## src/rtl/z80_pkg.sv

```systemverilog
// z80_pkg: shared Z80 bus types, slave FSM states and bus constants.
package z80_pkg;
    typedef struct packed {
        logic [7:0]  dmaster;
        logic [15:0] addr;
        logic        inta;
    } Z80MasterBus;
    typedef struct packed {
        logic [7:0] dslave;
        logic       mwait;
    } Z80SlaveBus;
    typedef enum logic [1:0] {IDLE, WAIT, HOLD} slave_state_t;
    localparam logic [7:0] Z80_OPEN_BUS = 8'hFF;
endpackage

```

## src/rtl/z80_addr_decode.sv

```systemverilog
// z80_addr_decode: aligned address-window hit detect plus offset within the window.
module z80_addr_decode #(
    parameter logic [15:0] BASE_ADDR = 16'h8000,
    parameter int          WIN_BITS  = 8
) (
    input  logic [15:0]         addr,
    output logic                hit,
    output logic [WIN_BITS-1:0] offset
);
    localparam logic [15:0] MASK = 16'((17'd1 << WIN_BITS) - 17'd1);
    assign hit    = (addr & ~MASK) == BASE_ADDR;
    assign offset = addr[WIN_BITS-1:0];
endmodule

```

## src/rtl/z80_slave_port.sv

```systemverilog
// z80_slave_port: Z80 bus slave bridging CPU strobes to a req/ack back-end,
// holding mwait low until ack plus minimum waits, or until timeout.
module z80_slave_port
    import z80_pkg::*;
#(
    parameter logic [15:0] BASE_ADDR = 16'h8000,
    parameter int          WIN_BITS  = 8,
    parameter int          MIN_WAITS = 1,
    parameter int          TIMEOUT   = 64
) (
    input  logic                clk,
    input  logic                reset_n,
    input  Z80MasterBus         master_in,
    input  logic                rd,
    input  logic                wr,
    input  logic [7:0]          vector,
    output Z80SlaveBus          slave_out,
    output logic                sel,
    output logic                be_req,
    output logic                be_we,
    output logic [WIN_BITS-1:0] be_addr,
    output logic [7:0]          be_wdata,
    input  logic                be_ack,
    input  logic [7:0]          be_rdata,
    output logic                timeout_err
);
    localparam int CW = $clog2(TIMEOUT + 1);
    slave_state_t        state;
    logic                hit;
    logic                ack_seen;
    logic                done;
    logic [WIN_BITS-1:0] offset;
    logic [CW-1:0]       wait_cnt;
    logic [CW:0]         cnt_inc;

    z80_addr_decode #(.BASE_ADDR(BASE_ADDR), .WIN_BITS(WIN_BITS)) u_dec (
        .addr(master_in.addr),
        .hit(hit),
        .offset(offset)
    );

    assign sel     = hit | master_in.inta;
    assign cnt_inc = {1'b0, wait_cnt} + (CW+1)'(1);
    assign done    = (ack_seen | be_ack) & (cnt_inc >= (CW+1)'(MIN_WAITS));

    always_ff @(posedge clk or negedge reset_n) begin
        if (!reset_n) begin
            state            <= IDLE;
            be_req           <= 1'b0;
            be_we            <= 1'b0;
            be_addr          <= '0;
            be_wdata         <= 8'h00;
            slave_out.dslave <= 8'h00;
            slave_out.mwait  <= 1'b1;
            timeout_err      <= 1'b0;
            wait_cnt         <= '0;
            ack_seen         <= 1'b0;
        end else begin
            timeout_err <= 1'b0;
            case (state)
                IDLE: begin
                    if (master_in.inta) begin
                        slave_out.dslave <= vector;
                        state            <= HOLD;
                    end else if (hit & (rd | wr)) begin
                        be_addr         <= offset;
                        be_we           <= wr;
                        be_wdata        <= master_in.dmaster;
                        be_req          <= 1'b1;
                        slave_out.mwait <= 1'b0;
                        wait_cnt        <= '0;
                        ack_seen        <= 1'b0;
                        state           <= WAIT;
                    end
                end
                WAIT: begin
                    wait_cnt <= &wait_cnt ? wait_cnt : wait_cnt + CW'(1);
                    if (be_ack) begin
                        be_req   <= 1'b0;
                        ack_seen <= 1'b1;
                        if (!be_we) slave_out.dslave <= be_rdata;
                    end
                    // A dropped strobe abandons the access without touching dslave.
                    if (!(rd | wr)) begin
                        be_req          <= 1'b0;
                        slave_out.mwait <= 1'b1;
                        state           <= IDLE;
                    end else if (done) begin
                        slave_out.mwait <= 1'b1;
                        state           <= HOLD;
                    end else if (wait_cnt == CW'(TIMEOUT - 1)) begin
                        be_req           <= 1'b0;
                        slave_out.dslave <= Z80_OPEN_BUS;
                        slave_out.mwait  <= 1'b1;
                        timeout_err      <= 1'b1;
                        state            <= HOLD;
                    end
                end
                default: if (!(rd | wr | master_in.inta)) state <= IDLE;
            endcase
        end
    end
endmodule

```

## config.mk

```make
export PLATFORM = sky130hd
export DESIGN_NAME = z80_slave_port
export DESIGN_NICKNAME = d
export VERILOG_FILES = /design/src/rtl/z80_pkg.sv /design/src/rtl/z80_addr_decode.sv /design/src/rtl/z80_slave_port.sv
export SDC_FILE = /design/constraint.sdc
export NUM_CORES = 1
export LEC_CHECK = 0
export CAP_MARGIN = 40
export CORE_ASPECT_RATIO = 1.5
export CORE_UTILIZATION = 40
export CTS_BUF_LIST = sky130_fd_sc_hd__clkbuf_8
export DETAILED_ROUTE_END_ITERATION = 8
export GPL_ROUTABILITY_DRIVEN = 0
export PLACE_DENSITY = 0.75
export SYNTH_ARGS = -nofsm -noshare
export SYNTH_HDL_FRONTEND = slang
export SYNTH_HIERARCHICAL = 1
export SYNTH_SLANG_ARGS = --single-unit
```

## constraint.sdc

```tcl
create_clock -name clk -period 1.8 [get_ports clk]
set_input_delay 0.36 -clock clk [delete_from_list [all_inputs] [get_ports clk]]
set_output_delay 0.36 -clock clk [all_outputs]
set_load 0.005 [all_outputs]
```

== Word level (Yosys, flattened, before mapping) ==
Cells that the tools add are included.

* Add/subtract/negate cells: 2
* Order comparisons: 1
* Equality and inequality tests: 11
* Mux-type cells: 35
* Bitwise gates (word level): 7
* Reductions and logical operators: 10

{| class="wikitable"
|+ Operator list
! operator !! count
|-
| two-way mux 8 bit || 5
|-
| two-way mux 7 bit || 3
|-
| one-hot mux 9 bit (2 select lines) || 1
|-
| two-way mux 1 bit || 15
|-
| one-hot mux 7 bit (2 select lines) || 1
|-
| two-way mux 2 bit || 6
|-
| AND reduction 4 bit || 3
|-
| != test 2 bit (second input constant) || 5
|-
| two-way mux 9 bit || 1
|-
| AND reduction 3 bit || 3
|-
| adder 7 x 1 -> 8 bit (second input constant) || 1
|-
| equality test 8 bit (second input constant) || 1
|-
| >= comparator 8 x 1 -> 1 bit (second input constant) || 1
|-
| adder 7 x 1 -> 7 bit (second input constant) || 1
|-
| equality test 7 x 6 -> 1 bit (second input constant) || 1
|-
| AND reduction 7 bit || 1
|-
| != test 4 bit (second input constant) || 1
|-
| bitwise OR 1 bit || 4
|-
| one-hot mux 1 bit (2 select lines) || 2
|-
| one-hot mux 2 bit (2 select lines) || 1
|-
| != test 3 x 1 -> 1 bit (second input constant) || 1
|-
| != test 3 bit (second input constant) || 1
|-
| bitwise AND 1 bit || 2
|-
| equality test 2 x 1 -> 1 bit (second input constant) || 1
|-
| other kinds (4) || 4
|}

* Flip-flop bits (word level): 38
* Input port bits: 46
* Output and inout port bits: 29
* Word-level logic and storage cells: 76

== Longest topological paths before layout ==
Gate-level depths: netlist of the first run.

* Depth after elaboration: 6
* Mapped depth: 6
* Gate-level depth less buffers: 6

== Hierarchy ==
Netlist of the first run, hierarchy kept.

{| class="wikitable"
|+ Modules (own cells, without submodules)
! module !! instances !! cells an instance !! area an instance (µm²) !! seq. area each (µm²)
|-
| z80_slave_port || 1 || 163 || 1774.2 || 952.2
|-
| z80_addr_decode || 1 || 11 || 80.1 || 0.0
|}

== Worst setup path after synthesis of the first run ==
No wires, ideal clock.

* Kind: input-to-reg
* From: in master_in[10] (netlist bit)
* To: reg be_req
* Setup time: 79 ps
* Arrival time: 1519 ps
* Required time: 1721 ps
* Slack: 202 ps
* Stages: 6
* Path buffers: 0
* Cell sequence: nor4_1 and4b_1 o21ai_0 or3_1 nor2_1 a2bb2oi_1

* Word-level cells in the longest chain between the ends: 4

{| class="wikitable"
|+ Ends and longest elaborated chain
! what !! line !! source
|-
| from (decl) || z80_slave_port.sv:13 || <nowiki>input Z80MasterBus master_in,</nowiki>
|-
| equality test 8 bit || z80_addr_decode.sv:11 || <nowiki>assign hit = (addr & ~MASK) == BASE_ADDR;</nowiki>
|-
| named net hit || z80_slave_port.sv:29 || <nowiki>logic hit;</nowiki>
|-
| bitwise AND 1 bit || z80_slave_port.sv:65 || <nowiki>end else if (hit & (rd | wr)) begin</nowiki>
|-
| != test 2 bit (no source line) || - ||
|-
| AND reduction 3 bit (no source line) || - ||
|-
| to (signal assigned) || z80_slave_port.sv:69 || <nowiki>be_req <= 1'b1;</nowiki>
|-
| to (signal assigned) || z80_slave_port.sv:79 || <nowiki>be_req <= 1'b0;</nowiki>
|-
| to (signal assigned) || z80_slave_port.sv:85 || <nowiki>be_req <= 1'b0;</nowiki>
|-
| to (decl) || z80_slave_port.sv:19 || <nowiki>output logic be_req,</nowiki>
|}

The timed path passes the listed nets, and every way through them passes these cells.
A chain may end at the register's enable or synchronous reset.

== Final worst setup path of the first run ==
* From: in master_in[12] (netlist bit)
* To: out sel

* Word-level cells in the longest chain between the ends: 2

{| class="wikitable"
|+ Ends and longest elaborated chain
! what !! line !! source
|-
| equality test 8 bit || z80_addr_decode.sv:11 ||
|-
| named net hit || z80_slave_port.sv:29 ||
|-
| bitwise OR 1 bit || z80_slave_port.sv:42 || <nowiki>assign sel = hit | master_in.inta;</nowiki>
|-
| to (decl) || z80_slave_port.sv:18 || <nowiki>output logic sel,</nowiki>
|}

The timed path passes the listed nets, and every way through them passes these cells.

==> reports/metrics.yaml, run 1 <==
outcome:
  status: "finished, violations left"
  violations: "DRC"
logic_synthesis:
  postSynthCellCount: 174
  synth_fp_nets: 222
  ys_seq_elements: 38
  yosys.area_share.simple_pct: 13.8
  synth.most_common_cell: "dfrtp_1"
  synth_area_leaders: "dfrtp_1 (50%), mux2_2 (9.7%), buf_4 (5.3%)"
  muxShareOfSynthArea_pct: 11.4
  syn_avg_cell_area_um2: 10.7
  synth_edf_count: 0
  synth_compound_area_share_pct: 14.0
  syn-cell-area_mm2: 0.00185
  synth_xor_area_share_pct: 0
  synth_common_cells: "dfrtp_1 (37), mux2_2 (16), a21oi_1 (13), buf_4 (13), inv_1 (13)"
  yosys_warnings: 6
  synth.distinct_cells: 40
  synth-adder-area-share_pct: 1.35
  async_reset_ff_share_pct: 100
  ys_seq_area_share_pct: 51.3
  yosys_most_used_dff: "dfrtp_1"
  synth_top_area_share_pct: 49.9
  synth_area_leader_cell: "dfrtp_1"
  synth_top_family_by_area: "compound AO/OA/AOI/OAI gates"
clock_tree:
  insertion_delay_ns: 0.30
  path_clk_slew_ns: 0.08
  clk_path_buf_depth: 2
  cts_buffers: 5
  cts_tree: "yes"
  cts_sinks: 38
  root_buffer: "clkbuf_8"
  htreeDepth: 2
  cts_hold_buf: 0
worst_setup_path:
  crit_type: "in2out"
  worstSetupStartpointType: "input pin"
  cp.required_ns: 1.44
  critPathLaunch: "master_in[12]"
  cpPeakStageDelay_ns: 0.45
  cp-end-kind: "output pin"
  worst-path-max-fanout: 2
  crit_arrival_ns: 1.39
  path_cells: "clkdlybuf4s50_1, nor2_1, and4b_1, or2_4, buf_6"
  rr_startpoint: "wait_cnt[1]"
  worst_path_max_delay_cell: "clkdlybuf4s50_1"
routing:
  wl_um: 4770
  drt_iter0_drc: 44
  first_pass_iters: 8
  via_per_inst: 5.31
  drcViolationCount: 6
  vias: 1642
  post_drt_wl_per_cell_um: 15.4
  antenna_left: 0
placement:
  dp_hpwl_um: 3460
  place_inst: 300
  place_ws_ns: -0.443
  port_buffers: 74
die:
  die_y_um: 85.4
  placementRows: 30
  die_x_um: 57.6
  coreArea_mm2: 0.00450
  die_area_mm2: 0.00492
  io_pins: 75
  initial_utilization_pct: 41.2
global_route:
  grt_overflow: 0
  antenna_found_initial: 0
  grt_pass1_vias: 1650
  track_usage_pct: 20.7
  grt_start_max_net_pins: 39
  grt_pass1_wl_um: 7650
sta:
  period_needed_ns: 1.75
  worst_pin_slew_ns: 0.489
  fin_skew_ns: 0.00466
  fin_ws_ns: 0.0498
  maxSlewHeadroom_pct: 67.4
  finalHoldViolations: 0
  setup_violations: 0
  period_share_pct: 97.2
  slew_violations: 0
  fmax_ghz: 0.571
power_and_ir_drop:
  cellPowerDensity_mw_per_mm2: 767
  clkPwrFrac_pct: 28.6
  swShare_pct: 28.1
  power.internal_mw: 1.57
  irDropWorstVdd_v: 0.000639
  pwr-share-comb_pct: 24.1
  p_sw_uw: 614
  p_seq_share_pct: 47.3
  p_leak_nw: 1.32
layout:
  layoutNonFillerInstCount: 309
  nets: 308
  drive_gt1_share_pct: 23.0
  antenna_cells: 0
  synthToLayoutAreaGrowth_pct: 53.8
worst_hold_path:
  hold_class: "in2async"
flow_run:
  cap_violations: 0
## worst paths after layout
| path | slack [ns] | to | cells after the start |
|---|---|---|---|
| setup reg to reg | 0.08 | slave_out[3] | 5 |
| max in group asynchronous | 1.34 | slave_out[0] | 2 |
| setup / recovery | 0.05 | sel | 5 |
| hold reg to reg | 0.51 | be_wdata[7] | 1 |
| hold / removal | 0.09 | slave_out[3] | 2 |
| min in group clk | 0.51 | be_wdata[7] | 1 |
## worst max-delay path, delay by kind of cell
kind | cells | cell delay, ns
buf+inv | 2 | 0.56
simple gates | 3 | 0.46
## power by group through the flow
stage	Clock (mW)	Sequential, mW	Combinational [mW]
global placement	0	1.04	0.503
CTS	0.643	1.03	0.516
floorplan	0	1.03	0.239
global route	0.666	1.05	0.585
finish	0.626	1.03	0.526
detailed placement	0	1.05	0.514
## per-stage QoR
| stage | instance area, um2 | hold WS [ns] | setup TNS, ns | total power, mW | util (%) |
|---|---|---|---|---|---|
| after floorplan | 1850 | 0.0644 | 0 | 1.27 | - |
| after global placement | 2710 | 0.438 | -7.75 | 1.54 | 60.1 |
| after detailed placement | 2710 | 0.443 | -9.01 | 1.56 | 60.1 |
| after CTS | 2830 | 0.116 | 0 | 2.19 | 62.8 |
| after global routing | 2850 | 0.143 | -0.0515 | 2.30 | 63.3 |
| final | 2850 | 0.0904 | 0 | 2.19 | 63.3 |
## layer usage
layer  part of all wire [%]  wire length [um]  vias to the layer above  GRT usage [%]
met4                    3.1               149                        0           12.6
met2                     55              2610                       58           35.3
met5                      0                 0                        -              0
li1                       -                 -                      786              -
met1                     38              1790                      788           23.7
met3                    4.5               215                       10           3.51
## layout make-up
type | count | area [um2]
Multi-Input combinational cell | 109 | 788
Fill cell | 384 | 1650
Timing Repair Buffer | 93 | 907
Sequential cell | 38 | 952
Clock inverter | 2 | 12.5
Clock buffer | 6 | 82.6
Tap cell | 48 | 60.1
Inverter | 13 | 48.8
## flip-flops by register name, summed over array words and instances, names as in the netlist
register and count:
be_req 1, wait_cnt 7, be_we 1, timeout_err 1
state 2, be_wdata 8, ack_seen 1, slave_out 9
be_addr 8
## logic make-up (layout without fill, tap and decap cells)
family,after synthesis,in the layout
fa+ha+maj,2,2
mux,19,19
simple gates,47,47
flops,38,38
buf+inv,27,114
compound gates,41,41
## placed cells by master, fill, tap and decap left out, types with 2 or more instances in the layout
master            n
a21oi_1          11
a21oi_2           2
and3b_1           2
buf_12            2
buf_4            16
buf_6             2
clkbuf_8          6
clkdlybuf4s50_1  68
dfrtp_1          37
dlygate4sd2_1     3
inv_1            13
mux2_2           16
mux2i_1           2
nand2_1           7
nand2b_1          2
nand3_1          10
nand4_1           2
nor2_1            8
nor3_1            3
nor4_1            2
o21ai_0           6
o22ai_1           8
o31a_1            2
or2_2             2
## timing repair
item,CTS,global route
pin swaps,5,6
setup endpoints to repair,3,11
gates cloned,0,0
gates resized for setup,16,5
buffers inserted,1,1
Power figures use the tool's default switching activity.
==> run 2: changes to the inputs <==
- DONT_BUFFER_PORTS: unset -> 1
- PLACE_DENSITY: 0.75 -> unset
==> reports/metrics.yaml, run 2 (synthesized netlist as in run 1, its figures left out) <==
placement:
  place_inst: 213
  place_ws_ns: 0.0549
  dp_hpwl_um: 2620
  port_buffers: 0
outcome:
  status: "finished, violations left"
  violations: "DRC"
sta:
  slew_violations: 0
  maxSlewHeadroom_pct: 74.0
  fin_skew_ns: 0.00748
  period_share_pct: 92.0
  finalHoldViolations: 0
  fmax_ghz: 0.604
  fin_ws_ns: 0.143
  period_needed_ns: 1.66
  worst_pin_slew_ns: 0.390
  setup_violations: 0
  tns_ns: 0
  rsz0062_at_grt: "false"
worst_setup_path:
  cp.required_ns: 2.01
  crit_type: "reg2reg"
  worstSetupStartpointType: "flip-flop"
  cp-end-kind: "flip-flop"
  crit_arrival_ns: 1.87
  worst-path-max-fanout: 8
routing:
  met1_length_um: 1420
  wl_um: 3660
  highest_layer: "met4"
  post_drt_wl_per_cell_um: 16.4
  first_pass_iters: 8
  drcViolationCount: 10
  vias: 1305
  antenna_left: 0
  drt_iter0_drc: 56
  dr_wl_met3_um: 251
  routed-wl-met2_um: 1930
  via_per_inst: 5.85
layout:
  regMostFlops: "slave_out"
  fillers: 435
  nets: 223
  antenna_cells: 0
  layoutNonFillerInstCount: 223
  synthToLayoutAreaGrowth_pct: 9.65
  layout_commonest_cell: "dfrtp_1"
  final_cell_mix: "dfrtp_1 (35), mux2_2 (16), inv_1 (13)"
  drive_gt1_share_pct: 24.0
  reg.largest.list: "slave_out x9, be_addr x8, be_wdata x8"
  largest_reg_flops: 9
worst_hold_path:
  hold_class: "in2reg"
clock_tree:
  htreeDepth: 2
  cts_buffers: 5
  insertion_delay_ns: 0.29
  cts_tree: "yes"
  cts_sinks: 38
  clk_path_buf_depth: 2
  root_buffer: "clkbuf_8"
  path_clk_slew_ns: 0.07
global_route:
  grt_pass1_wl_um: 5680
  track_usage_pct: 15.4
  grt_pass1_vias: 1277
  grt_start_max_net_pins: 39
  grt_overflow: 0
  antenna_found_initial: 0
power_and_ir_drop:
  power.internal_mw: 1.53
  p_sw_uw: 548
  p_seq_share_pct: 50.9
  clkPwrFrac_pct: 35.3
  swShare_pct: 26.4
  p_leak_nw: 0.976
  irDropWorstVdd_v: 0.000455
  cellPowerDensity_mw_per_mm2: 1020
  pwr-share-comb_pct: 13.8
die:
  initial_utilization_pct: 41.2
  placementRows: 30
  coreArea_mm2: 0.00450
  io_pins: 75
  die_x_um: 57.6
  die_area_mm2: 0.00492
  die_y_um: 85.4
flow_run:
  cap_violations: 0
## run 2: cell count changes in the layout (fill, tap and decap cells not counted), moves of 2 or more
cell,delta
buf_6,-2
clkdlybuf4s50_1,-68
dlygate4sd2_1,-3
buf_4,-11
dfrtp_2,+2
dfrtp_1,-2
## run 2: area by class of cell
| cell class | count | area, um2 | share of cell area [%] |
|---|---|---|---|
| flip-flops and latches | 38 | 955 | 47.0 |
| repair buffers | 8 | 87.6 | 4.31 |
| multi-input cells | 109 | 769 | 37.8 |
| well taps | 48 | 60.1 | 2.95 |
| inverters | 13 | 48.8 | 2.40 |
| clock buffers | 6 | 82.6 | 4.06 |
| clock inverters | 1 | 30.0 | 1.48 |
## run 2: through the flow
| stage | cell area (um2) | hold slack, ns | utilization (%) | power [mW] |
|---|---|---|---|---|
| after floorplan | 1850 | 0.0644 | - | 1.27 |
| after global placement | 1860 | 0.0651 | 41.4 | 1.30 |
| after detailed placement | 1860 | 0.0651 | 41.4 | 1.31 |
| after CTS | 2010 | 0.197 | 44.5 | 2.08 |
| after global routing | 2030 | 0.194 | 45.1 | 2.19 |
| final | 2030 | 0.204 | 45.1 | 2.08 |
## run 2: worst max-delay path, cell delays in order, from the launching register on
cell and delay, ns:
dfrtp_2 0.41, ha_4 0.16, and3_1 0.19, nand4_1 0.14
a311o_2 0.51, a21oi_1 0.17
## run 2: power by group through the flow
stage,combinational (mW),sequential (mW),clock (mW)
4_1_cts,0.272,1.05,0.757
6_report,0.287,1.06,0.733
2_1_floorplan,0.239,1.03,0
5_1_grt,0.335,1.08,0.775
3_5_place_dp,0.246,1.07,0
3_3_place_gp,0.238,1.06,0
## run 2: final timing paths
path | from | endpoint | slack (ns) | cells past startpoint
worst min register to register | be_wdata[3] | be_wdata[3] | 0.53 | 1
worst min-delay path | master_in[20] | be_wdata[3] | 0.20 | 1
min in group asynchronous | reset_n | slave_out[5] | 0.56 | 2
worst max-delay path | wait_cnt[0] | slave_out[4] | 0.14 | 5
worst max register to register | wait_cnt[0] | slave_out[4] | 0.14 | 5
max in group asynchronous | reset_n | slave_out[0] | 1.00 | 2
## run 2: metal layers
metal / GRT usage, % / vias up
met3: 4.42 / 6
met5: 0 / -
li1: - / 614
met1: 15.2 / 626
met2: 28.8 / 59
met4: 6.65 / 0
## run 2: what timing repair did
action | 4_1_cts | 5_1_grt
endpoints found under the setup margin | 0 | 8
endpoints found under the hold margin | 38 | 0
gates resized for setup | 0 | 6
setup buffers | 0 | 1
hold buffers | 2 | 0
==> run 3: changes to the inputs <==
- CAP_MARGIN: 40 -> 20
- PLACE_DENSITY: unset -> 0.51
==> reports/metrics.yaml, run 3 (synthesized netlist as in run 1, its figures left out) <==
sta:
  tns_ns: 0
  maxSlewHeadroom_pct: 75.9
  finalHoldViolations: 0
  setup_violations: 0
  fmax_ghz: 0.608
  period_needed_ns: 1.65
  worst_pin_slew_ns: 0.361
  period_share_pct: 91.4
  fin_skew_ns: 0.00920
  slew_violations: 0
  rsz0062_at_grt: "false"
clock_tree:
  root_buffer: "clkbuf_8"
  clk_path_buf_depth: 2
  insertion_delay_ns: 0.29
  cts_sinks: 38
  htreeDepth: 2
  path_clk_slew_ns: 0.07
  cts_buffers: 5
  cts_tree: "yes"
power_and_ir_drop:
  p_seq_share_pct: 55.9
  cellPowerDensity_mw_per_mm2: 945
  p_sw_uw: 531
  p_leak_nw: 0.956
  power.internal_mw: 1.34
  irDropWorstVdd_v: 0.000395
  pwr-share-comb_pct: 15.0
  swShare_pct: 28.4
  clkPwrFrac_pct: 29.1
layout:
  layout_commonest_cell: "dfrtp_1"
  drive_gt1_share_pct: 21.3
  fin_util_pct: 43.9
  fillers: 454
  antenna_cells: 0
  final_cell_mix: "dfrtp_1 (37), mux2_2 (16), inv_1 (13), a21oi_1 (13), nand3_1 (10)"
  nets: 222
  largest_reg_flops: 9
  synthToLayoutAreaGrowth_pct: 6.61
  regMostFlops: "slave_out"
  layoutNonFillerInstCount: 222
  reg.largest.list: "slave_out x9, be_addr x8, be_wdata x8"
worst_setup_path:
  crit_arrival_ns: 1.85
  critPathLaunch: "wait_cnt[1]"
  cp.required_ns: 2.01
  worstSetupStartpointType: "flip-flop"
  worst_path_max_delay_cell: "a311o_1"
  rr_startpoint: "wait_cnt[1]"
  rrSetupSlack_ns: 0.15
  cp-end-kind: "flip-flop"
  reg2reg_depth: 5
  crit_type: "reg2reg"
  r2r-end: "slave_out[3]"
  path_cells: "ha_1, and3_1, nand4_1, a311o_1, a21oi_1"
  worst-path-max-fanout: 8
  cpPeakStageDelay_ns: 0.45
flow_run:
  cap_violations: 0
die:
  placementRows: 30
  die_area_mm2: 0.00492
  initial_utilization_pct: 41.2
  die_y_um: 85.4
  io_pins: 75
  coreArea_mm2: 0.00450
  die_x_um: 57.6
global_route:
  antenna_found_initial: 0
  grt_pass1_wl_um: 5610
  grt_overflow: 0
  grt_start_max_net_pins: 39
  grt_pass1_vias: 1230
  track_usage_pct: 15.0
worst_hold_path:
  hold_start: "master_in[20]"
  hold_depth: 1
  whs_endpoint: "be_wdata[3]"
  hold_class: "in2reg"
routing:
  first_pass_iters: 9
  antenna_left: 0
  drcViolationCount: 8
  wl_um: 3610
  vias: 1277
  drt_iter0_drc: 54
  post_drt_wl_per_cell_um: 16.3
  via_per_inst: 5.75
placement:
  dp_hpwl_um: 2640
  place_inst: 213
  port_buffers: 0
outcome:
  violations: "DRC"
  status: "finished, violations left"
-- run 3: cell count changes in the layout (fill, tap and decap cells not counted), sizes merged --
cell,delta
clkinv,+2
clkbuf,-1
bufinv,-1
buf,-1
-- run 3: power by group through the flow --
stage	Combinational [mW]	Clock, mW	Sequential (mW)
after floorplan	0.239	0	1.03
after global placement	0.252	0	1.06
after detailed placement	0.260	0	1.06
after CTS	0.284	0.579	1.05
after global routing	0.329	0.604	1.06
final	0.281	0.543	1.04
-- run 3: worst max-delay path, delay by kind of cell (launching register included) --
family          cells  cell delay [ns]
compound gates      2             0.64
fa+ha+maj           1             0.23
flops               1             0.39
simple gates        2             0.32
-- run 3: final cells by class --
cell class	count	area, um2	share of cell area, %
clock buffers	5	68.8	3.48
clock inverters	2	10.0	0.506
inverters	13	48.8	2.47
multi-input cells	109	757	38.3
flip-flops and latches	38	952	48.2
well taps	48	60.1	3.04
repair buffers	7	80.1	4.05
-- run 3: worst max-delay path by stage --
stage                    to  slack [ns]  cells after the start
2_1_floorplan        be_req        0.20                      6
3_3_place_gp         be_req        0.14                      6
3_5_place_dp         be_req        0.05                      6
4_1_cts        slave_out[3]        0.11                      5
5_1_grt        slave_out[1]       0.007                      5
6_report       slave_out[3]        0.15                      5
-- run 3: through the flow --
stage          instance area [um2]  setup WS [ns]  power [mW]  hold WS, ns
2_1_floorplan                 1850          0.202        1.27       0.0644
6_report                      1980          0.155        1.87        0.215
4_1_cts                       1970          0.109        1.91        0.201
3_5_place_dp                  1860         0.0521        1.32       0.0652
5_1_grt                       1980        0.00697        1.99        0.196
3_3_place_gp                  1860          0.140        1.31       0.0652
-- run 3: layer usage --
layer / vias to the layer above / share of wire (%) / global-route usage (%)
li1: 613 / - / -
met1: 605 / 39 / 15.7
met2: 53 / 53 / 27.6
met3: 6 / 6.8 / 4.12
met4: 0 / 1.7 / 5.99
met5: - / 0 / 0
-- run 3: timing repair --
item / in CTS / in global routing
endpoints found under the setup margin: 0 / 1
gates resized for setup: 0 / 1
hold buffers: 2 / 0
buffers inserted: 0 / 0
endpoints found under the hold margin: 38 / 0
==> patch, RTL diff (flow settings as in run 1) <==
Change the parameter `TIMEOUT` from 64 to 32.
--- a/src/rtl/z80_slave_port.sv
+++ b/src/rtl/z80_slave_port.sv
@@ -6,7 +6,7 @@
     parameter logic [15:0] BASE_ADDR = 16'h8000,
     parameter int          WIN_BITS  = 8,
     parameter int          MIN_WAITS = 1,
-    parameter int          TIMEOUT   = 64
+    parameter int          TIMEOUT   = 32
 ) (
     input  logic                clk,
     input  logic                reset_n,
Check against the original RTL: same outputs for any inputs over 10 cycles, from zero or initial values and one cycle with reset_n low; that may be too few to reach the edited logic, so the function may still have changed.
==> patch against run 1 <==
The run ends with negative setup slack left; cell area is 10% higher; non-clock buffer count grew 7; hold slack improved by 0.42 ns; sequential share of layout area shrank 3.9 points; register-to-register slack lost 0.29 ns; sequential cell count down 1; area after synthesis up 2.4%; cell count increased by 7.4%; via count up 3.2%; wire length up 9.5%; worst setup slack got worse by 0.26 ns; critical path type is now reg -> reg.
Power is not compared: it rests on default switching activity, and its combinational part moved more than twofold at a synthesized area within 25%.
==> patch: results (changes against run 1) <==
* Run status: finished with violations
* Violations in the final reports: negative setup slack
* Largest delay share family, worst path: compound AO/OA/AOI/OAI gates
* Crit-path max cell delay at 0.50 ns (+0.05 ns)
* Startpoint class of the critical path: flip-flop
* FILL cells at 349 (-9.1%)
* WL final at 5.22 mm (+9.5%)
* Final Skew at 0.00895 ns (+0.00429 ns)
* First-pass GRT wire length at 8.26 mm (+8.0%)
* Via count of the first global-routing pass at 1788 (+8.4%)
* End point of the critical path: slave_out[3]$_DFFE_PN0P_
* Met1 layer wirelength in the final routing at 1.88 mm (+4.8%)
* Via count normalized by instance count at 5.11 (-3.9%)
* Violation count after the first detailed-route iteration at 18 (-59%)
* NumNets Final at 315 (+2.3%)
* GR met3 Demand/Resource at 3.88% (+0.37 points)
* Slowest-stage cell, CP: sky130_fd_sc_hd__or4_4
* Share of final-layout standard cells stronger than drive strength 1 at 28.0% (+5.0 points)
* Uppermost layer routed: met4
* Signal arrival time at the worst endpoint at 2.23 ns (+0.84 ns)
* Most frequent cells after synthesis: sky130_fd_sc_hd__dfrtp_1, sky130_fd_sc_hd__mux2_2, sky130_fd_sc_hd__nand2_1, sky130_fd_sc_hd__nor2_1, sky130_fd_sc_hd__a21oi_1
* Endpoints failing setup at 18 (+18)
* Post-detailed-placement half-perimeter wirelength at 3.49 mm (+0.86%)
* Top cells by area in the synthesized netlist: sky130_fd_sc_hd__dfrtp_1, sky130_fd_sc_hd__mux2_2, sky130_fd_sc_hd__mux2i_1
* Worst reg2reg path depth at 7 (+2)
* GRT met1 Usage at 22.5% (-1.2 points)
* Routed wire length on met3 at 171 um (-20%)
* Iteration count of the initial detailed-routing pass at 4 (-4)
* Origin of the critical flop-to-flop path: wait_cnt[0]$_DFFE_PN0P_
* Growth of design area from synthesis to finish at 65.7%
* Global-route met2 utilization at 42.6% (+7.3 points)
* Slack of the critical path at -0.209 ns (-0.259 ns)
* Global-route total usage across every layer at 21.8% (+1.1 points)
* Maximum number of pins on one net before global-route repair at 17 (-56%)
* Met2 routed WL at 3.08 mm (+18%)
* Number of distinct library cells after synthesis at 41 (+2.5%)
* Number of antenna violations at the first check in global routing at 0 (unchanged)
* Crit Path Max Fanout at 8 (+6)
* Post-Route Setup TNS at -2.18 ns (-2.18 ns)
-- patch: kinds of logic after synthesis --
logic type / Yosys count / synth area share [%]
AO/OA/AOI/OAI: 47 / 17.7
AND/OR/NAND/NOR: 39 / 10.3
adder cells (fa/ha/maj): 2 / 1.32
flip-flops: 37 / 48.8
buffers and inverters: 20 / 5.60
XOR/XNOR: 4 / 1.85
multiplexers: 25 / 14.3
-- patch: power by group through the flow --
stage	Combinational (mW)	Sequential, mW	Clock (mW)
3_3_place_gp	1.19	1.28	0
5_1_grt	1.48	1.32	0.749
2_1_floorplan	0.645	1.26	0
6_report	1.36	1.29	0.702
3_5_place_dp	1.23	1.28	0
4_1_cts	1.27	1.27	0.712
-- patch: stage by stage --
step | hold slack (ns) | instances | util (%) | setup WS [ns] | cell area (sq um)
final | 0.507 | 332 | 69.3 | -0.209 | 3150
after global routing | 0.532 | 332 | 69.3 | -0.262 | 3150
after CTS | 0.511 | 332 | 68.2 | -0.202 | 3100
after detailed placement | 0.298 | 316 | 62.0 | -0.537 | 2820
after global placement | 0.282 | 316 | 62.0 | -0.507 | 2820
after floorplan | 0.0644 | 174 | - | -0.0713 | 1930
-- patch: what timing repair did --
| action | 4_1_cts | 5_1_grt |
|---|---|---|
| hold endpoints to repair | 14 | 0 |
| gates resized for setup | 31 | 14 |
| endpoints found under the setup margin | 33 | 29 |
| pin swaps | 10 | 12 |
| hold buffers | 1 | 0 |
| buffers inserted | 4 | 1 |
| cloned | 3 | 0 |
-- patch: final cells by class --
class,count,area [sq um],share of cell area [%]
clock inverter,3,38.8,1.23
tap,64,80.1,2.55
multi-input combinational,117,993,31.6
clock buffer,5,68.8,2.19
sequential,37,928,29.5
inverter,6,22.5,0.716
timing repair buffer,100,1010,32.2
